===== config.mk =====
export PLATFORM = sky130hd
export DESIGN_NAME = sync_fifo
export DESIGN_NICKNAME = d
export VERILOG_FILES = /design/src/rtl/sync_fifo_pkg.sv /design/src/rtl/sync_fifo_ram.sv /design/src/rtl/sync_fifo.sv
export SDC_FILE = /design/constraint.sdc
export NUM_CORES = 1
export LEC_CHECK = 0
export BUFFER_PORTS_ARGS = -buffer_cell sky130_fd_sc_hd__buf_2
export CORE_MARGIN = 3
export CORE_UTILIZATION = 55
export CTS_BUF_LIST = sky130_fd_sc_hd__clkbuf_8
export DETAILED_ROUTE_END_ITERATION = 8
export PLACE_DENSITY = 0.81
export SYNTH_ARGS = -nofsm -noshare
export SYNTH_HDL_FRONTEND = slang
export SYNTH_SLANG_ARGS = --single-unit

===== constraint.sdc =====
create_clock -name clk -period 3 [get_ports clk]
set_input_delay 0.3 -clock clk [delete_from_list [all_inputs] [get_ports clk]]
set_output_delay 0.3 -clock clk [all_outputs]
set_load 0.03 [all_outputs]

===== src/rtl/sync_fifo_pkg.sv =====
// Shared constants and helpers for the single-clock FIFO: depth/count sizing
// and the read-mode selector strings.
package sync_fifo_pkg;

  localparam logic [39:0] FT_TRUE  = "TRUE";
  localparam logic [39:0] FT_FALSE = "FALSE";

  function automatic int unsigned fifo_depth(input int unsigned addrsize);
    return 32'd1 << addrsize;
  endfunction

  // The count must reach DEPTH, so it needs one bit more than the pointers.
  function automatic int unsigned count_width(input int unsigned addrsize);
    return addrsize + 1;
  endfunction

endpackage


===== src/rtl/sync_fifo_ram.sv =====
// Single-clock simple dual-port storage: synchronous write, combinational read.
// Contents are deliberately not reset.
module sync_fifo_ram #(
  parameter int unsigned DATASIZE = 8,
  parameter int unsigned ADDRSIZE = 4
) (
  input  logic                clk,
  input  logic                we,
  input  logic [ADDRSIZE-1:0] waddr,
  input  logic [DATASIZE-1:0] wdata,
  input  logic [ADDRSIZE-1:0] raddr,
  output logic [DATASIZE-1:0] rdata
);

  logic [DATASIZE-1:0] mem_q [2**ADDRSIZE];

  always_ff @(posedge clk) begin
    if (we) mem_q[waddr] <= wdata;
  end

  assign rdata = mem_q[raddr];

endmodule


===== src/rtl/sync_fifo.sv =====
// Single-clock FIFO with fill count, almost thresholds, sticky error flags,
// synchronous flush and selectable fall-through or registered read.
module sync_fifo
  import sync_fifo_pkg::*;
#(
  parameter int unsigned DATASIZE     = 8,
  parameter int unsigned ADDRSIZE     = 4,
  parameter logic [39:0] FALLTHROUGH  = FT_TRUE,
  parameter int unsigned AFULL_LEVEL  = fifo_depth(ADDRSIZE) - 2,
  parameter int unsigned AEMPTY_LEVEL = 2
) (
  input  logic                clk,
  input  logic                reset,
  input  logic                flush,
  input  logic                wr_en,
  input  logic [DATASIZE-1:0] wdata,
  output logic                full,
  output logic                almost_full,
  input  logic                rd_en,
  output logic [DATASIZE-1:0] rdata,
  output logic                empty,
  output logic                almost_empty,
  output logic [ADDRSIZE:0]   count,
  output logic                overflow,
  output logic                underflow,
  input  logic                clr_err
);

  localparam int unsigned CW       = count_width(ADDRSIZE);
  localparam logic [CW-1:0] DEPTH_C  = CW'(fifo_depth(ADDRSIZE));
  localparam logic [CW-1:0] AFULL_C  = CW'(AFULL_LEVEL);
  localparam logic [CW-1:0] AEMPTY_C = CW'(AEMPTY_LEVEL);
  localparam bit FWFT = (FALLTHROUGH == FT_TRUE);

  logic [ADDRSIZE-1:0] wptr_q, wptr_d;
  logic [ADDRSIZE-1:0] rptr_q, rptr_d;
  logic [CW-1:0]       count_q, count_d;
  logic [DATASIZE-1:0] rdata_q, rdata_d;
  logic                overflow_q, overflow_d;
  logic                underflow_q, underflow_d;
  logic [DATASIZE-1:0] ram_rdata;
  logic                wr_acc, rd_acc;

  sync_fifo_ram #(
    .DATASIZE(DATASIZE),
    .ADDRSIZE(ADDRSIZE)
  ) u_ram (
    .clk  (clk),
    .we   (wr_acc),
    .waddr(wptr_q),
    .wdata(wdata),
    .raddr(rptr_q),
    .rdata(ram_rdata)
  );

  assign full         = (count_q == DEPTH_C);
  assign empty        = (count_q == '0);
  assign almost_full  = (count_q >= AFULL_C);
  assign almost_empty = (count_q <= AEMPTY_C);
  assign count        = count_q;
  assign overflow     = overflow_q;
  assign underflow    = underflow_q;
  assign rdata        = FWFT ? ram_rdata : rdata_q;

  // Flush blocks both acceptances so the RAM write and pointers stay quiet.
  assign wr_acc = wr_en && !full && !flush;
  assign rd_acc = rd_en && !empty && !flush;

  always_comb begin
    wptr_d      = wptr_q;
    rptr_d      = rptr_q;
    count_d     = count_q;
    rdata_d     = rdata_q;
    overflow_d  = overflow_q;
    underflow_d = underflow_q;
    if (flush) begin
      wptr_d  = '0;
      rptr_d  = '0;
      count_d = '0;
      rdata_d = '0;
    end else begin
      // Clear first so a same-cycle set takes precedence.
      if (clr_err) begin
        overflow_d  = 1'b0;
        underflow_d = 1'b0;
      end
      if (wr_en && full)  overflow_d  = 1'b1;
      if (rd_en && empty) underflow_d = 1'b1;
      if (wr_acc) wptr_d = wptr_q + 1'b1;
      if (rd_acc) begin
        rptr_d  = rptr_q + 1'b1;
        rdata_d = ram_rdata;
      end
      case ({wr_acc, rd_acc})
        2'b10:   count_d = count_q + 1'b1;
        2'b01:   count_d = count_q - 1'b1;
        default: count_d = count_q;
      endcase
    end
  end

  always_ff @(posedge clk or negedge reset) begin
    if (!reset) begin
      wptr_q      <= '0;
      rptr_q      <= '0;
      count_q     <= '0;
      rdata_q     <= '0;
      overflow_q  <= 1'b0;
      underflow_q <= 1'b0;
    end else begin
      wptr_q      <= wptr_d;
      rptr_q      <= rptr_d;
      count_q     <= count_d;
      rdata_q     <= rdata_d;
      overflow_q  <= overflow_d;
      underflow_q <= underflow_d;
    end
  end

endmodule


# Word level (Yosys, flattened, before mapping)
# Memory sizes are Yosys's and may differ from the RTL's.
# Index checks and enable logic that the tools add are counted.
# Widths: inputs -> output; s select.
classes:
  addsub: 4
  order_cmp: 2
  eq_ne: 3
  n_mux: 11
  n_bitwise: 1
  n_reduce_logical: 17
ops:
  columns: ["op", "n"]
  rows:
  - ["$mux 4", 4]
  - ["$pmux 5 s2", 1]
  - ["$add 4x1->4 const B", 2]
  - ["$reduce_bool 2->1", 4]
  - ["$logic_and 1x1->1", 6]
  - ["$add 5x1->5 const B", 1]
  - ["$eq 5x5->1 const B", 1]
  - ["$ge 5x4->1 const B", 1]
  - ["$le 5x2->1 const B", 1]
  - ["$logic_not 5->1", 1]
  - ["$mux 1", 5]
  - ["$mux 5", 1]
  - ["$sub 5x1->5 const B", 1]
  - ["$reduce_and 2->1", 2]
  - ["$logic_not 1->1", 3]
  - ["$reduce_bool 3->1", 1]
  - ["$eq 2x1->1 const B", 1]
  - ["$eq 2x2->1 const B", 1]
  - ["$not 1->1", 1]
totals:
  ff_bits: 15
  ram_bits: 128
  elab_cells: 44
  n_memories: 1
mem_list:
  columns: ["name", "words", "word_bits", "read_ports", "rd_clocked_by_memory_dff", "write_ports", "line_no", "rtl"]
  rows:
  - ["u_ram.mem_q", 16, 8, 1, 0, 1, "sync_fifo_ram.sv:15", "logic [DATASIZE-1:0] mem_q [2**ADDRSIZE];"]

# Logic depth before layout (Yosys ltp)
# Gate-level depths: netlist of the first run.
depth:
  depth_word: 7
  depth_mapped: 9
  mapped_depth_nobuf: 8

# Modules after synthesis
# From an unflattened synthesis of the first run, not the netlist that was laid out.
unflattened:
  cells_unflattened: 313
  hier_area_um2: 5894.4
by_module_without_submodules:
  columns: ["module", "n_inst", "cells_each", "area_per_inst_um2"]
  rows:
  - ["sync_fifo_ram", 1, 221, 4987.3]
  - ["sync_fifo", 1, 92, 907.1]

# Worst setup path after synthesis of the first run
# No wires, ideal clock.
synth_timing:
  kind: "register to output"
  from: "register count_q[1] (netlist: count[1])"
  to: "output port almost_empty"
  arrival_time_ns: 2.257
  t_required_ns: 2.700
  slack_ns: 0.443
  stages_incl_launch_ff: 3
  path_buffers: 1
  cell_sequence: "dfrtp_1 > buf_2 > a2111oi_0"
synth_between:
  elab_chain_cells: 1
synth_lines:
  columns: ["element", "line_no", "rtl"]
  rows:
  - ["start: declaration", "sync_fifo.sv:37", "logic [CW-1:0] count_q, count_d;"]
  - ["start signal: assignment", "sync_fifo.sv:113", "count_q <= count_d;"]
  - ["$le 5x2->1", "sync_fifo.sv:59", "assign almost_empty = (count_q <= AEMPTY_C);"]
  - ["end: declaration", "sync_fifo.sv:22", "output logic almost_empty,"]
# No other way between the ends.

# Worst setup path in the final report of the first run
layout_timing:
  from: "register rptr_q[2]"
  to: "output port rdata[7]"
layout_between:
  elab_chain_cells: 1
layout_lines:
  columns: ["element", "line_no", "rtl"]
  rows:
  - ["start: declaration", "sync_fifo.sv:36", "logic [ADDRSIZE-1:0] rptr_q, rptr_d;"]
  - ["start signal: assignment", "sync_fifo.sv:112", "rptr_q <= rptr_d;"]
  - ["$mem_v2 16x8", null, null]
  - ["end: declaration", "sync_fifo.sv:20", "output logic [DATASIZE-1:0] rdata,"]
# No other way between the ends.

==> results of run 1 <==
[tightest hold or removal path, stage by stage]
cell and delay (ns):
buf_2 0.09, nand2_1 0.07, a32o_1 0.12
[per-layer routing]
metal	wire, um	global-route usage
met5	0	0
met4	255	0.0697
met3	753	0.0595
met2	6480	0.355
met1	4850	0.264
[power breakdown]
group / switching [uW] / internal (uW)
logic: 771 / 546
clock network: 721 / 902
registers: 118 / 2250
[cell usage in the layout (no fill, tap or decap), types with 3 or more instances in the layout]
master | Yosys | routed
edfxtp_1 | 128 | 128
buf_2 | 7 | 32
nor2_1 | 30 | 30
mux4_2 | 24 | 24
buf_4 | 2 | 20
mux2i_1 | 19 | 19
clkbuf_8 | 0 | 17
dfrtp_1 | 15 | 14
nand2_1 | 11 | 11
nor2b_1 | 10 | 10
a221oi_1 | 8 | 8
a21o_1 | 8 | 8
a221o_1 | 8 | 8
ha_1 | 7 | 7
xor2_1 | 6 | 6
inv_1 | 4 | 5
nor3_1 | 5 | 5
nand2b_1 | 4 | 4
nand3_1 | 4 | 4
a21oi_1 | 4 | 4
o21ai_0 | 4 | 4
o211ai_1 | 4 | 4
bufinv_16 | 0 | 4
clkinvlp_4 | 0 | 3
[metrics by stage]
stage | worst slack (ns) | area [sq um]
2_1_floorplan | 0.443 | 6070
3_3_place_gp | 0.645 | 6460
3_5_place_dp | 0.563 | 6460
4_1_cts | 0.274 | 6900
5_1_grt | 0.182 | 6900
6_report | 0.281 | 6900
[cells by family after synthesis]
family / after synthesis
compound gates: 48
xor+xnor: 8
fa+ha+maj: 7
buf+inv: 27
flops: 143
mux: 47
simple gates: 77
[flip-flops by register name (all words and copies together), names as in the netlist]
name and flops:
count 5, overflow 1, rptr_q 4, u_ram.mem_q 128
underflow 1, wptr_q 4
[area by class of cell]
cell class	instances	area [sq um]
fill	681	3610
inverter	4	15.0
clock buffer	17	234
clock inverter	15	194
timing repair buffer	54	340
sequential	143	4220
tap	136	170
multi-input combinational	187	1730
[worst paths after layout]
path	end	slack (ns)	cells after the start
min reg2reg	overflow	0.50	1
min	underflow	0.19	3
max	rdata[7]	0.28	6
max in group asynchronous	rptr_q[0]	2.43	2
max reg2reg	count[4]	0.58	8
min in group asynchronous	count[2]	0.29	2
==> results.sh, run 1 <==
export IMPL_timing_final_crit_share=0.906
export IMPL_tightest_slew_ns=0.751
export IMPL_cp_cell_sequence="buf_4, and2_1, a221oi_1, a21o_1, a221o_1, buf_2"
export IMPL_num_rows=37
export IMPL_cts_resized=0
export IMPL_synth_top_family_by_area="multiplexers"
export IMPL_max_slew_margin=0.500
export IMPL_maxCapViolations=0
export IMPL_dpl_hpwl_um=8020
export IMPL_ctsHoldBuffers=1
export IMPL_cpMaxStageDelayCell="a221oi_1"
export IMPL_crit_arrival_ns=2.42
export IMPL_synth_top_area_cell="edfxtp_1"
export IMPL_dp_cells=523
export IMPL_drt_iter0_drc=287
export IMPL_syn_nets=378
export IMPL_die_h_um=111
export IMPL_cp_top_family="compound AO/OA/AOI/OAI gates"
export IMPL_core_sq_um=10500
export IMPL_cts_setup_buffers=0
export IMPL_routed_wirelength_um=12300
export IMPL_grt_pass1_wl_um=19500
export IMPL_fp_dieW_um=111
export IMPL_ys_ff_latch=143
export IMPL_synth_edf_count=128
export IMPL_synthMuxAreaShare=0.130
export IMPL_synthFlopType="edfxtp_1"
export IMPL_yosysSeqAreaShare=0.695
export IMPL_max_freq_ghz=0.368
export IMPL_synthCells=357
export IMPL_yosysMostFrequentCell="edfxtp_1"
export IMPL_critical_path_max_stage_delay_ns=0.61
export IMPL_clock_insertion_delay_worst_skew_ns=0.43
export IMPL_cts_tree="built"
export IMPL_power_leakage_uw=0.00236
export IMPL_synthXorXnorAreaFrac=0.0115
export IMPL_synth_compound_area_frac=0.0629
export IMPL_crit_fanout=11
export IMPL_path_buf_inv=2
export IMPL_ys_types=50
export IMPL_drtPass1Iterations=5
export IMPL_setup_viol=0
export IMPL_total_power_uw=5310
export IMPL_grt_antenna_before_repair=0
export IMPL_initial_utilization=0.578
export IMPL_fin_crit_ns=2.72
export IMPL_drt_antenna_violating_nets=0
export IMPL_hp_class="input pin to register"
export IMPL_slew_viol_final=0
export IMPL_hold_viol_final=0
export IMPL_hold_ws_ns=0.187
export IMPL_grt_max_degree=44
export IMPL_synth_top_area_share=0.633
export IMPL_clock_tree_root_cell="clkbuf_8"
export IMPL_crit_type="register to primary output"
export IMPL_cts_sinks=143
export IMPL_final_util=0.657
export IMPL_synth_adder_area_share=0.0144
export IMPL_viasPerCell=6.18
export IMPL_wl_per_cell_um=22.2
export IMPL_synth_area_sq_um=6070
export IMPL_synthArstFlopShare=0.105
export IMPL_grt_pass1_vias=3513
export IMPL_cts_clk_slew_worst_paths_ns=0.08
export IMPL_dieArea_sq_um=12300
export IMPL_yosysWarningCount=0
export IMPL_status="complete, no violations"
export IMPL_startpoint_type="register"
export IMPL_clockBufferDepth=2
export IMPL_synth_simple_area_share=0.0655
export IMPL_syn_avg_cell_area_sq_um=17.0
export IMPL_required_ns=2.70
export IMPL_routabilityCongestion=0.806
export IMPL_critPathCaptureType="primary output"
export IMPL_dr_total_vias=3434
export IMPL_grt_setup_unrepaired="no"
export IMPL_setup_tns_final_ns=0
export IMPL_grt_overflow=0
export IMPL_ctsHtreeMaxLevel=4
export IMPL_stdcell_count=556
export IMPL_cts_buffers=17
export IMPL_ios=33
export IMPL_io_buffers=32
export IMPL_powerDensity_nw_per_um2=769
export IMPL_min_from="clr_err"
export IMPL_r2r_start="count[2]"
export IMPL_clock_skew_ns=0.00862
export IMPL_num_nets_final=428
export IMPL_drc=0
export IMPL_critPathLaunch="rptr_q[2]"
export IMPL_layout_drive_gt1_share=0.274
export IMPL_irDropWorstVdd_v=0.000438
export IMPL_synthToLayoutAreaGrowth_pct=13.7
export IMPL_antenna_cells=0
export IMPL_ys_top_cells_by_area="edfxtp_1 63%, mux4_2 8.9%, dfrtp_1 6.2%"
export IMPL_netlist_top_cells_count="128 x edfxtp_1, 30 x nor2_1, 24 x mux4_2"
export IMPL_grt_usage=0.210
(Power assumes the default switching activity.)
==> inputs of run 2 (changes only) <==
--- a/config.mk
+++ b/config.mk
@@ -6,6 +6,7 @@
 export NUM_CORES = 1
 export LEC_CHECK = 0
 export BUFFER_PORTS_ARGS = -buffer_cell sky130_fd_sc_hd__buf_2
+export CORE_ASPECT_RATIO = 1.2
 export CORE_MARGIN = 3
 export CORE_UTILIZATION = 55
 export CTS_BUF_LIST = sky130_fd_sc_hd__clkbuf_8
==> constraint.sdc (replaced) <==
create_clock -name clk -period 3 [get_ports clk]
set_input_delay 0.15 -clock clk [delete_from_list [all_inputs] [get_ports clk]]
set_output_delay 0.15 -clock clk [all_outputs]
set_load 0.03 [all_outputs]
==> run 2 against run 1 <==
Net effect:
- cell count fell by 1.4%
- count of clock-buffer cells in the layout unchanged
- register-to-register slack got worse by 0.23 ns
- wire length decreased by 0.41%
- sequential cell count unchanged
- power is 1.2% higher
- fmax is 2.0% higher
- sequential share of layout area is essentially flat
- worst setup slack improved by 0.053 ns
- clock skew grew 0.0012 ns
- global-route usage up 0.44 points
- via count shrank 1.4%
- critical endpoint is now rdata[0]
==> results.sh, run 2 (synthesis results as in run 1) <==
export IMPL_antenna_cells=0
export IMPL_clock_insertion_delay_worst_skew_ns=0.42
export IMPL_status="complete, no violations"
export IMPL_grt_overflow=0
export IMPL_grt_pass1_vias=3477
export IMPL_dr_total_vias=3385
export IMPL_viasPerCell=6.18
export IMPL_drtPass1Iterations=7
export IMPL_path_buf_inv=2
export IMPL_hold_viol_final=0
export IMPL_required_ns=2.85
export IMPL_p_sw_uw=1590
export IMPL_core_sq_um=10700
export IMPL_placed_area_sq_um=6460
export IMPL_cts_sinks=143
export IMPL_cts_tree="built"
export IMPL_io_buffers=32
export IMPL_cpMaxStageDelayCell="dfrtp_4"
export IMPL_timing_final_crit_share=0.889
export IMPL_hp_class="input pin to register"
export IMPL_pwr_share_seq=0.449
export IMPL_num_nets_final=429
export IMPL_powerDensity_nw_per_um2=778
export IMPL_r2r_start="count[2]"
export IMPL_reg2reg_depth=8
export IMPL_maxCapViolations=0
export IMPL_holdPathEnd="underflow"
export IMPL_fp_dieW_um=102
export IMPL_setup_tns_final_ns=0
export IMPL_setup_slack_ns=0.334
export IMPL_internal_power_uw=3780
export IMPL_r2r_end="count[4]"
export IMPL_clock_skew_ns=0.00983
export IMPL_fin_area_sq_um=6910
export IMPL_cp_top_family="compound AO/OA/AOI/OAI gates"
export IMPL_min_from="clr_err"
export IMPL_grt_max_degree=25
export IMPL_dp_cells=517
export IMPL_stdcell_count=548
export IMPL_drc=0
export IMPL_p_clk_frac=0.308
export IMPL_cp_cell_sequence="buf_4, mux2i_1, a221oi_1, a21o_1, a221o_1, buf_2"
export IMPL_synthToLayoutAreaGrowth_pct=13.7
export IMPL_crit_type="register to primary output"
export IMPL_dieArea_sq_um=12300
export IMPL_crit_arrival_ns=2.52
export IMPL_largest_reg_flops=128
export IMPL_drt_antenna_violating_nets=0
export IMPL_grt_usage=0.215
export IMPL_p_comb_frac=0.244
export IMPL_slew_viol_final=0
export IMPL_pre_cts_ws_ns=0.376
export IMPL_routed_wirelength_um=12300
export IMPL_critPathCaptureType="primary output"
export IMPL_die_h_um=121
export IMPL_layout_drive_gt1_share=0.270
export IMPL_num_rows=41
export IMPL_ctsHtreeMaxLevel=4
export IMPL_final_common_cell="edfxtp_1"
export IMPL_setup_viol=0
export IMPL_tightest_slew_ns=0.745
export IMPL_dpl_hpwl_um=7750
export IMPL_max_freq_ghz=0.375
export IMPL_total_power_uw=5370
export IMPL_wl_per_cell_um=22.4
export IMPL_power_leakage_uw=0.00237
export IMPL_r2r_slack_ns=0.35
export IMPL_clockBufferDepth=2
export IMPL_max_slew_margin=0.503
export IMPL_mostFrequentLayoutCells="128 x edfxtp_1, 32 x buf_2, 30 x nor2_1, 24 x mux4_2, 21 x buf_4"
export IMPL_ios=33
export IMPL_min_path_cells=3
export IMPL_fin_crit_ns=2.67
export IMPL_routabilityCongestion=0.770
export IMPL_cts_buffers=17
export IMPL_critical_path_max_stage_delay_ns=0.68
export IMPL_fillCellCount=711
export IMPL_top_register="u_ram.mem_q"
export IMPL_clock_tree_root_cell="clkbuf_8"
export IMPL_irDropWorstVdd_v=0.000429
export IMPL_grt_antenna_before_repair=0
export IMPL_cts_clk_slew_worst_paths_ns=0.07
export IMPL_crit_fanout=20
export IMPL_cts_setup_buffers=0
export IMPL_drt_iter0_drc=276
export IMPL_grt_pass1_wl_um=19200
export IMPL_initial_utilization=0.569
export IMPL_startpoint_type="register"
export IMPL_switching_share=0.296
export IMPL_grt_setup_unrepaired="no"
## run 2: power by group through the flow
| stage | logic (uW) | clock network (uW) | registers, uW |
|---|---|---|---|
| floorplan | 1000 | 0 | 2420 |
| global placement | 1280 | 0 | 2430 |
| detailed placement | 1300 | 0 | 2450 |
| CTS | 1320 | 1680 | 2410 |
| global route | 1400 | 1750 | 2430 |
| finish | 1310 | 1650 | 2410 |
## run 2: metal layers
metal	part of all wire	vias to the layer above	routed length (um)	track usage
li1	-	1519	-	-
met1	0.38	1719	4650	0.260
met2	0.54	124	6670	0.373
met3	0.055	23	682	0.0506
met4	0.023	0	287	0.0763
met5	0	-	0	0
## run 2: final cells by class
class                   instances  area [sq um]  share of cell area
well taps                     129           161              0.0234
clock buffers                  17           234              0.0339
inverters                       4          15.0             0.00217
multi-input cells             187          1730               0.250
clock inverters                13           198              0.0286
repair buffers                 55           348              0.0504
flip-flops and latches        143          4220               0.612
## run 2: worst min-delay path, stage by stage
cell	delay (ns)
buf_2	0.09
nand2_1	0.08
a32o_1	0.12
## run 2: worst max-delay path by stage
stage	cells after the start	startpoint	slack [ns]	to
after global routing	6	rptr_q[0]	0.18	rdata[7]
after floorplan	9	count[2]	0.47	count[4]
final	6	rptr_q[0]	0.33	rdata[0]
after detailed placement	8	count[2]	0.38	count[4]
after global placement	8	count[2]	0.53	count[4]
after CTS	6	rptr_q[0]	0.11	rdata[7]
## run 2: through the flow
step	utilization	hold slack, ns
6_report	0.647	0.0585
3_3_place_gp	0.606	0.0720
3_5_place_dp	0.606	0.0724
5_1_grt	0.647	0.0392
2_1_floorplan	-	-0.146
4_1_cts	0.647	0.0233
## run 2: what timing repair did
| action | in CTS | in global routing |
|---|---|---|
| hold endpoints to repair | 15 | 0 |
| setup endpoints to repair | 0 | 1 |
| hold buffers | 1 | 0 |
| resized for setup | 0 | 1 |
